$ cat src/rtl/image_bank_streamer.sv
// Streams one frame from a bank of image ROMs sharing one address bus.
// Reads are credit-limited so the small output FIFO can never overflow.
module image_bank_streamer #(
    parameter int NUM_IMG = 3,
    parameter int PIX_W   = 24,
    parameter int ADDR_W  = 17,
    parameter int DEPTH   = 76800,
    parameter int RD_LAT  = 1
) (
    input  logic                     clock,
    input  logic                     reset_n,
    input  logic                     start,
    input  logic [NUM_IMG-1:0]       sel_im,
    output logic [ADDR_W-1:0]        rom_addr,
    input  logic [NUM_IMG*PIX_W-1:0] rom_q,
    output logic [PIX_W-1:0]         pix_data,
    output logic                     pix_valid,
    input  logic                     pix_ready,
    output logic                     pix_sof,
    output logic                     pix_last,
    output logic                     busy,
    output logic                     frame_done,
    output logic                     sel_err
);

    localparam int CW = (DEPTH > 1) ? $clog2(DEPTH) : 1;
    localparam int FD = RD_LAT + 1;
    localparam int PW = $clog2(FD);
    localparam int NW = $clog2(FD + 1);
    localparam int SW = (NUM_IMG > 1) ? $clog2(NUM_IMG) : 1;

    typedef enum logic [1:0] {
        IDLE  = 2'd0,
        RUN   = 2'd1,
        DRAIN = 2'd2
    } state_t;

    state_t             state;
    logic [CW-1:0]      rd_cnt;
    logic [CW-1:0]      beat_cnt;
    logic [ADDR_W-1:0]  addr_q;
    logic [SW-1:0]      sel_idx;
    logic [SW-1:0]      sel_enc;
    logic               sel_ok;
    logic [RD_LAT-1:0]  pvld;
    logic [PIX_W-1:0]   mem [FD];
    logic [PW-1:0]      wr_ptr;
    logic [PW-1:0]      rd_ptr;
    logic [NW-1:0]      cnt;
    logic [NW-1:0]      inflight;
    logic [3:0]         occ;
    logic               issue;
    logic               pop;
    logic               wr;
    logic               last_beat;
    logic [PIX_W-1:0]   rd_word;

    function automatic logic [PW-1:0] nxt(input logic [PW-1:0] p);
        return (p == PW'(FD - 1)) ? '0 : p + 1'b1;
    endfunction

    // Read credit, select decode and output qualifiers.
    always_comb begin
        inflight = '0;
        for (int i = 0; i < RD_LAT; i++)
            inflight = inflight + NW'(pvld[i]);
        pop       = pix_valid && pix_ready;
        wr        = pvld[RD_LAT-1];
        occ       = 4'(cnt) + 4'(inflight) - 4'(pop);
        issue     = (state == RUN) && (occ < 4'(FD));
        last_beat = pop && (beat_cnt == CW'(DEPTH - 1));
        sel_ok    = $onehot(sel_im);
        sel_enc   = '0;
        for (int i = 0; i < NUM_IMG; i++)
            if (sel_im[i]) sel_enc = SW'(i);
        rd_word   = rom_q[sel_idx*PIX_W +: PIX_W];
        rom_addr  = issue ? ADDR_W'(rd_cnt) : addr_q;
        pix_valid = (cnt != '0);
        pix_data  = mem[rd_ptr];
        pix_sof   = pix_valid && (beat_cnt == '0);
        pix_last  = pix_valid && (beat_cnt == CW'(DEPTH - 1));
    end

    // Frame sequencing: latch select, issue reads, wait for the last beat.
    always_ff @(posedge clock or negedge reset_n) begin
        if (!reset_n) begin
            state      <= IDLE;
            rd_cnt     <= '0;
            addr_q     <= '0;
            sel_idx    <= '0;
            sel_err    <= 1'b0;
            busy       <= 1'b0;
            frame_done <= 1'b0;
        end else begin
            frame_done <= 1'b0;
            unique case (state)
                IDLE: begin
                    if (start) begin
                        state   <= RUN;
                        busy    <= 1'b1;
                        rd_cnt  <= '0;
                        sel_idx <= sel_ok ? sel_enc : '0;
                        if (!sel_ok) sel_err <= 1'b1;
                    end
                end
                RUN: begin
                    if (issue) begin
                        addr_q <= ADDR_W'(rd_cnt);
                        if (rd_cnt == CW'(DEPTH - 1))
                            state <= DRAIN;
                        else
                            rd_cnt <= rd_cnt + 1'b1;
                    end
                end
                DRAIN: begin
                    if (last_beat) begin
                        state      <= IDLE;
                        busy       <= 1'b0;
                        frame_done <= 1'b1;
                    end
                end
                default: state <= IDLE;
            endcase
        end
    end

    // Read-return tracking, output FIFO and beat position.
    always_ff @(posedge clock or negedge reset_n) begin
        if (!reset_n) begin
            pvld     <= '0;
            wr_ptr   <= '0;
            rd_ptr   <= '0;
            cnt      <= '0;
            beat_cnt <= '0;
            for (int i = 0; i < FD; i++) mem[i] <= '0;
        end else begin
            pvld[0] <= issue;
            for (int i = 1; i < RD_LAT; i++) pvld[i] <= pvld[i-1];
            if (wr) begin
                mem[wr_ptr] <= rd_word;
                wr_ptr      <= nxt(wr_ptr);
            end
            if (pop) begin
                rd_ptr   <= nxt(rd_ptr);
                beat_cnt <= last_beat ? '0 : beat_cnt + 1'b1;
            end
            if (wr && !pop)      cnt <= cnt + 1'b1;
            else if (!wr && pop) cnt <= cnt - 1'b1;
        end
    end

endmodule

$ cat config.mk
export PLATFORM = sky130hd
export DESIGN_NAME = image_bank_streamer
export DESIGN_NICKNAME = d
export VERILOG_FILES = /design/src/rtl/image_bank_streamer.sv
export SDC_FILE = /design/constraint.sdc
export NUM_CORES = 1
export LEC_CHECK = 0
export ABC_CLOCK_PERIOD_IN_PS = 5000
export CAP_MARGIN = 10
export CORE_UTILIZATION = 45
export CTS_CLUSTER_SIZE = 16
export DETAILED_ROUTE_END_ITERATION = 16
export GPL_ROUTABILITY_DRIVEN = 0
export PLACE_DENSITY = 0.73
export SETUP_SLACK_MARGIN = 0.02
export SKIP_CTS_REPAIR_TIMING = 1
export SLEW_MARGIN = 20
export SYNTH_ARGS = -nofsm -noshare
export SYNTH_HDL_FRONTEND = slang
export SYNTH_SLANG_ARGS = --single-unit
$ cat constraint.sdc
create_clock -name clock -period 5 [get_ports clock]
set_clock_uncertainty 0.1 [all_clocks]
set_input_delay 0.75 -clock clock [delete_from_list [all_inputs] [get_ports clock]]
set_output_delay 0.75 -clock clock [all_outputs]
set_load 0.005 [all_outputs]
==> results of run 1 <==
[cells in the mapped netlist (9+ instances only)]
| library cell | n |
|---|---|
| xnor2_1 | 18 |
| clkbuf_1 | 25 |
| o21ai_0 | 27 |
| nand3_1 | 16 |
| a21oi_1 | 53 |
| nand2_1 | 115 |
| mux2_2 | 24 |
| inv_1 | 11 |
| nor2_1 | 74 |
| mux2i_1 | 26 |
| xor2_1 | 9 |
| nand4_1 | 9 |
| dfrtp_1 | 111 |
[final timing paths]
path                            from            to  slack (ns)  cells past startpoint
max                        pix_ready  rom_addr[13]        0.61                      9
min                          reset_n       mem[40]        0.33                      1
max reg2reg                   cnt[0]     rd_cnt[9]        1.90                      8
min reg2reg                  sel_err       sel_err        0.37                      1
max in group asynchronous    reset_n       mem[38]        3.57                      2
min in group clock           sel_err       sel_err        0.37                      1
[registers in the layout (all words and copies together), names as in the netlist]
| name | cells |
|---|---|
| addr_q | 17 |
| sel_idx | 2 |
| frame_done | 1 |
| rd_ptr | 1 |
| sel_err | 1 |
| state | 2 |
| busy | 1 |
| rd_cnt | 17 |
| cnt | 2 |
| mem | 48 |
| beat_cnt | 17 |
| wr_ptr | 1 |
| pvld | 1 |
[through the flow]
step	hold slack [ns]	instances	power [uW]	utilization, %	area [sq um]
3_5_place_dp	0.347	845	2920	57.4	6890
4_1_cts	0.369	861	3660	60.0	7200
6_report	0.329	861	3620	60.0	7210
5_1_grt	0.382	861	3890	60.0	7210
3_3_place_gp	0.346	845	2850	57.4	6890
2_1_floorplan	0.340	603	2250	-	5570
[per-layer routing]
layer	track usage (%)	share of wire, %	vias up	wire, um
met5	0	0	-	0
met4	5.88	1.1	0	142
met3	4.66	6.3	17	827
met2	37.3	49	138	6440
met1	28.2	44	2267	5760
li1	-	-	2260	-
[report_power, final]
group / internal [uW] / total (uW) / switching, uW
Combinational: 789 / 1490 / 702
Sequential: 1170 / 1400 / 231
Clock: 415 / 728 / 313
Total: 2370 / 3620 / 1250
[cells by family after synthesis]
group | Yosys count | synth area share, %
adder cells (fa/ha/maj) | 6 | 1.62
AO/OA/AOI/OAI | 99 | 9.98
XOR/XNOR | 27 | 4.25
AND/OR/NAND/NOR | 262 | 21.1
flip-flops | 111 | 49.9
buffers and inverters | 48 | 3.57
multiplexers | 50 | 9.53
[cell type report]
class                      instances  area (sq um)
clock buffer                      11           253
clock inverter                     5          56.3
multi-input combinational        444          2590
timing repair buffer             131          1300
sequential                       111          2780
inverter                          12          50.0
fill                            1054          4800
tap                              147           184
==> summary.md, run 1 <==
| Metric | Value |
|---|---|
| Outcome | `finished, final reports clean` |
| Worst setup EP type | `primary output` |
| Most common cell after layout, fill and taps aside | `clkdlybuf4s50_1` |
| Static leakage | `0.00322 uW` |
| Syn Inst Count | `603` |
| CP Class | `input pin to primary output` |
| Synth top area cells | `dfrtp_1 (50%), nand2_1 (7.8%), nor2_1 (5.0%)` |
| RSZ-0062 raised after global routing | `no` |
| DRT Wirelength | `13.2 mm` |
| Post-detail-place hpwl | `9.55 mm` |
| Slew Limit Headroom | `35.7%` |
| Die Y | `113 um` |
| Synth unique cells | `44` |
| CTS sink cnt | `111` |
| Yosys reg bits | `111` |
| Delay of the slowest critical-path stage | `0.57 ns` |
| Die width | `113 um` |
| Synth area leader | `dfrtp_1` |
| Via density | `5.44` |
| IO Pins | `126` |
| Clock transition at path regs | `0.07 ns` |
| H-Tree Depth | `3` |
| Final period util | `87.8%` |
| Area fraction of the dominant cell type after synthesis | `49.9%` |
| Netlist Area Pre-Place | `5570 sq um` |
| IO Port Bufs | `125` |
| Initial antenna violation count | `0` |
| Critical-path top delay cell | `clkdlybuf4s50_1` |
| Initial Utilization | `46.3%` |
| PD cells | `502 nW/um^2` |
| Total of max-cap violations | `0` |
| Warning count from the yosys run | `0` |
| Residual DRC | `0` |
| Syn avg cell area | `9.23 sq um` |
| DR pass1 iterations | `4` |
| Worst-Margin Slew | `0.965 ns` |
| Syn_nets | `688` |
| Max frequency | `0.228 GHz` |
| Diode count | `0` |
| CP max FO | `23` |
| Layout area overhead | `29.5%` |
| Wire per inst | `15.3 um` |
| Row cnt | `40` |
| Critical path cell sequence | `clkdlybuf4s50_1 > nand3b_1 > a21boi_0 > fa_1 > or3_1 > buf_4 > nand2_1 > nand2_1 > clkdlybuf4s50_1` |
| Core box area | `12000 sq um` |
| VDD IR max | `0.340 mV` |
| Number of global-route vias before repair | `4716` |
| Slew Viols, Final | `0` |
| Setup WS post-layout | `0.609 ns` |
| Tot GR Track Use | `21.9%` |
| Post-synthesis sequential area ratio | `49.9%` |
| Die ar. | `12800 sq um` |
| First-pass GRT wire length | `22.4 mm` |
| Sum Neg Setup Slack | `0 ns` |
| Required @ worst endpoint | `4.15 ns` |
| CP bufs+invs | `3` |
| Final hold vios | `0` |
| Tightest Hold Check Type | `input pin to asynchronous set/reset pin` |
| Final count of negative-setup-slack endpoints | `0` |
| Share of layout cells above drive strength 1 | `7.42%` |
| Commonest non-fill, non-tap cells in the layout | `clkdlybuf4s50_1 (124), nand2_1 (115), dfrtp_1 (110), nor2_1 (74), a21oi_1 (53)` |
| Post-synth EDFFs | `0` |
| Largest net degree at the start of global routing | `83` |
| Crit path max-delay family | `buffers and inverters` |
| Root buffer cell | `clkbuf_16` |
| Grt total ovfl | `0` |
| Post-route minimum period | `4.39 ns` |
| Ys async rst share | `100%` |
| Clock latency on the worst-skew pair | `0.34 ns` |
| Longest Clk Path Bufs | `2` |
| TritonCTS clock tree | `built` |
| Number of antenna-violating nets in the routed design | `0` |
| Post-synth top flop | `dfrtp_1` |
| Vias after detailed routing | `4682` |
| CP Launch Type | `input pin` |
| TritonCTS buffer count | `9` |
| Worst Path Arrival | `3.54 ns` |
| Setup WS pre-CTS | `0.600 ns` |
| Starting DRT DRC Count | `222` |
| Final nets | `794` |
Note: power is estimated with default switching activity, not from simulation.
==> inputs of run 2 (changes only) <==
CORE_UTILIZATION = 40   (was 45)
PLACE_DENSITY = 0.66   (was 0.73)
==> run 2 against run 1 <==
Effect of this change: clock power down 6.5%; sequential power barely moved; first-iteration DRC count up 30%; combinational power about the same; routed wire length rose by 0.68%; worst setup slack gained 0.028 ns; global-route usage fell by 2.4 points; non-clock buffer count decreased by 1; sequential cell count unchanged; via count is 1.7% lower; critical endpoint is now rom_addr[5]; largest power group unchanged; highest routed layer unchanged.
==> summary.md, run 2 (synthesis gave the netlist of run 1 again) <==
| Metric | Value |
|---|---|
| Final nets | `793` |
| Die Y | `120 um` |
| Initial Utilization | `41.5%` |
| Clock latency on the worst-skew pair | `0.34 ns` |
| First-pass GRT wire length | `22.3 mm` |
| Reg2reg end | `rd_cnt[9]` |
| IO Port Bufs | `125` |
| DR pass1 iterations | `4` |
| Combinational power share | `41.8%` |
| TritonCTS buffer count | `9` |
| Int Pwr | `2310 uW` |
| Seq pwr share | `39.1%` |
| Wire per inst | `14.9 um` |
| Largest register FFs | `48` |
| Vias after detailed routing | `4602` |
| Tightest Hold Check Type | `flop to flop` |
| Max frequency | `0.229 GHz` |
| CP Launch Type | `input pin` |
| Core box area | `13400 sq um` |
| Worst hold margin | `0.370 ns` |
| Die ar. | `14400 sq um` |
| Largest net degree at the start of global routing | `72` |
| RSZ-0062 raised after global routing | `no` |
| Final period util | `87.3%` |
| Starting DRT DRC Count | `288` |
| Setup WS pre-CTS | `0.628 ns` |
| Worst-Margin Slew | `1.00 ns` |
| Outcome | `finished, final reports clean` |
| Number of antenna-violating nets in the routed design | `0` |
| Clock share of power | `19.1%` |
| CP max FO | `23` |
| Switching fraction of total power | `35.1%` |
| Share of layout cells above drive strength 1 | `7.29%` |
| Worst Hold Path Cells | `2` |
| VDD IR max | `0.418 mV` |
| Die width | `120 um` |
| Overall Power | `3570 uW` |
| Reg-to-reg slack, setup | `1.93 ns` |
| Commonest non-fill, non-tap cells in the layout | `clkdlybuf4s50_1 (124), nand2_1 (115), dfrtp_1 (110), nor2_1 (74), a21oi_1 (53)` |
| Most common cell after layout, fill and taps aside | `clkdlybuf4s50_1` |
| Hold endpoint | `addr_q[4]` |
| Final count of negative-setup-slack endpoints | `0` |
| Root buffer cell | `clkbuf_16` |
| Post-detail-place hpwl | `9.41 mm` |
| Worst setup EP type | `primary output` |
| Sum Neg Setup Slack | `0 ns` |
| Slew Limit Headroom | `32.8%` |
| Diode count | `0` |
| Residual DRC | `0` |
| CTS sink cnt | `111` |
| Setup WS post-layout | `0.637 ns` |
| DRT Wirelength | `13.3 mm` |
| Static leakage | `0.00319 uW` |
| H-Tree Depth | `3` |
| TritonCTS clock tree | `built` |
| # fillers | `1172` |
| Number of global-route vias before repair | `4553` |
| PD cells | `494 nW/um^2` |
| IO Pins | `126` |
| Post-route minimum period | `4.36 ns` |
| Largest reg by FF count | `mem` |
| Row cnt | `42` |
| Required @ worst endpoint | `4.15 ns` |
| Tot GR Track Use | `19.4%` |
| Initial antenna violation count | `0` |
| Min-delay src | `addr_q[4]` |
| Layout area overhead | `29.6%` |
| Worst Path Arrival | `3.51 ns` |
| Final hold vios | `0` |
| Grt total ovfl | `0` |
| Worst R2R Start | `cnt[0]` |
| Via density | `5.18` |
| Longest Clk Path Bufs | `2` |
| Clock transition at path regs | `0.07 ns` |
| Cell depth of the worst flop-to-flop path | `8` |
| CP Class | `input pin to primary output` |
| Slew Viols, Final | `0` |
| Total of max-cap violations | `0` |
| P_sw | `1250 uW` |
[run 2: cell count changes in the layout (fill, tap and decap cells not counted), sizes merged]
cell    delta
bufinv     -1
buf        -1
inv        +1
[run 2: power by group through the flow]
stage | clock network [uW] | registers [uW] | logic (uW)
floorplan | 0 | 1300 | 957
global placement | 0 | 1390 | 1480
detailed placement | 0 | 1410 | 1510
CTS | 702 | 1400 | 1520
global route | 744 | 1440 | 1670
finish | 681 | 1400 | 1490
[run 2: worst max path at each step]
stage          startpoint            to  slack [ns]  cells after the start
2_1_floorplan   pix_ready  rom_addr[10]        1.50                     10
3_3_place_gp    pix_ready   rom_addr[6]        0.70                      9
3_5_place_dp    pix_ready   rom_addr[5]        0.63                      9
4_1_cts         pix_ready   rom_addr[5]        0.62                      9
5_1_grt         pix_ready   rom_addr[2]        0.38                      9
6_report        pix_ready   rom_addr[5]        0.64                      9
[run 2: final cells by class]
class	instances	area (sq um)	share of cell area [%]
clock buffers	11	243	3.37
well taps	176	220	3.05
flip-flops and latches	111	2780	38.5
multi-input cells	444	2590	35.9
repair buffers	130	1290	17.8
clock inverters	5	42.5	0.590
inverters	12	50.0	0.694
[run 2: metrics by stage]
| step | cell area, sq um | std cells | util, % |
|---|---|---|---|
| 2_1_floorplan | 5570 | 603 | - |
| 3_3_place_gp | 6930 | 873 | 51.7 |
| 3_5_place_dp | 6930 | 873 | 51.7 |
| 4_1_cts | 7210 | 889 | 53.8 |
| 5_1_grt | 7210 | 889 | 53.8 |
| 6_report | 7210 | 889 | 53.8 |
[run 2: worst max-delay path, cell delays in order]
cell and delay [ns]:
clkdlybuf4s50_1 0.57, nand3b_1 0.15, a21boi_0 0.26, fa_1 0.47
or3_1 0.45, buf_4 0.24, nand2_1 0.12, nand2_1 0.06
clkdlybuf4s50_1 0.44
[run 2: layer usage]
metal	vias up	wire, um	GRT usage, %
met5	-	0	0
met4	0	121	4.69
met3	12	881	4.18
met2	147	6130	31.7
met1	2180	6130	26.2
li1	2263	-	-
==> inputs of run 3 (changes only) <==
CORE_UTILIZATION = 50   (was 40)
PLACE_DENSITY = 0.8   (was 0.66)
==> run 3 against run 2 <==
Effect of this change: cell count down 4.0%; clock-buffer cell count down 1; utilization up 12 points; non-clock buffer count unchanged; sequential cell count unchanged; worst setup slack worse by 0.064 ns; routed wire length down 1.4%; maximum frequency down 1.4%.
==> summary.md, run 3 (synthesis gave the netlist of run 1 again) <==
| Metric | Value |
|---|---|
| Tightest Hold Check Type | `flop to flop` |
| Via density | `5.49` |
| Cell Count, Final, Fillers Out | `853` |
| VDD IR max | `0.358 mV` |
| TritonCTS buffer count | `9` |
| Initial Utilization | `51.3%` |
| Number of global-route vias before repair | `4503` |
| Area occupied by multi-input gates | `2590 sq um` |
| Commonest non-fill, non-tap cells in the layout | `clkdlybuf4s50_1 (124), nand2_1 (115), dfrtp_1 (110), nor2_1 (74), a21oi_1 (53)` |
| H-Tree Depth | `3` |
| Worst-Margin Slew | `1.02 ns` |
| Core box area | `10800 sq um` |
| Required @ worst endpoint | `4.15 ns` |
| CP max FO | `23` |
| Layout area overhead | `27.5%` |
| Grt total ovfl | `0` |
| Final hold vios | `0` |
| Final period util | `88.5%` |
| Total of max-cap violations | `0` |
| Initial antenna violation count | `0` |
| CP Launch Type | `input pin` |
| Worst hold margin | `0.365 ns` |
| Outcome | `finished, final reports clean` |
| Placed Instances | `837` |
| DR pass1 iterations | `5` |
| Sum Neg Setup Slack | `0 ns` |
| Largest reg by FF count | `mem` |
| CP Class | `input pin to primary output` |
| FF/Latch Area | `2780 sq um` |
| Residual DRC | `0` |
| Post-route minimum period | `4.43 ns` |
| Diode count | `0` |
| Most common cell after layout, fill and taps aside | `clkdlybuf4s50_1` |
| First-pass GRT wire length | `21.2 mm` |
| Die ar. | `11600 sq um` |
| Largest register FFs | `48` |
| Share of layout cells above drive strength 1 | `7.43%` |
| Vias after detailed routing | `4683` |
| Die width | `108 um` |
| Largest net degree at the start of global routing | `71` |
| IO Pins | `126` |
| Tot GR Track Use | `23.4%` |
| Max frequency | `0.226 GHz` |
| Number of antenna-violating nets in the routed design | `0` |
| Post-detail-place hpwl | `9.28 mm` |
| Row cnt | `38` |
| Longest Clk Path Bufs | `2` |
| Wire per inst | `15.3 um` |
| Worst Path Arrival | `3.58 ns` |
| DRT Wirelength | `13.1 mm` |
| RSZ-0062 raised after global routing | `no` |
| Clock latency on the worst-skew pair | `0.37 ns` |
| Static leakage | `0.00316 uW` |
| Clock transition at path regs | `0.09 ns` |
| Layout Utilization | `65.4%` |
| Die Y | `108 um` |
| CTS sink cnt | `111` |
| Root buffer cell | `clkbuf_8` |
| TritonCTS clock tree | `built` |
| IO Port Bufs | `125` |
| Starting DRT DRC Count | `227` |
| Overall Power | `3450 uW` |
| # fillers | `879` |
| Slew Limit Headroom | `31.5%` |
| Worst setup EP type | `primary output` |
| Slew Viols, Final | `0` |
| PD cells | `486 nW/um^2` |
| Final count of negative-setup-slack endpoints | `0` |
| Final nets | `793` |
## run 3: area by class of cell
cell class                 count  share of cell area [%]
clock buffer                  10                    1.94
tap                          140                    2.47
timing repair buffer         130                    18.1
clock inverter                 6                    1.06
sequential                   111                    39.2
inverter                      12                   0.705
multi-input combinational    444                    36.5
## run 3: critical path: stages
cell,delay [ns]
clkdlybuf4s50_1,0.57
nand3b_1,0.15
a21boi_0,0.28
fa_1,0.48
or3_1,0.45
buf_4,0.25
nand2_1,0.13
nand2_1,0.08
clkdlybuf4s50_1,0.44
## run 3: layer usage
metal | up-vias | wire length (um) | track usage, %
li1 | 2256 | - | -
met5 | - | 0 | 0
met2 | 155 | 6240 | 37.8
met4 | 0 | 165 | 6.85
met1 | 2256 | 5870 | 32.3
met3 | 16 | 796 | 4.18
## run 3: where the power goes
part	switching, uW	leakage [uW]	internal [uW]
combinational	705	0.00167	789
clock	311	0.000105	254
sequential	223	0.00139	1170
## run 3: path summary, 6_finish.rpt
kind,start,endpoint,slack [ns],cells past startpoint
max,pix_ready,rom_addr[11],0.57,9
min,sel_err,sel_err,0.36,1
max reg2reg,cnt[0],rd_cnt[8],1.87,8
min reg2reg,sel_err,sel_err,0.36,1
max in group asynchronous,reset_n,busy,3.34,2
min in group asynchronous,reset_n,mem[37],0.39,1
## run 3: per-stage QoR
stage | setup WS [ns] | cell area [sq um]
floorplan | 1.50 | 5570
finish | 0.573 | 7090
detailed placement | 0.608 | 6880
CTS | 0.606 | 7090
global route | 0.440 | 7090
global placement | 0.733 | 6880
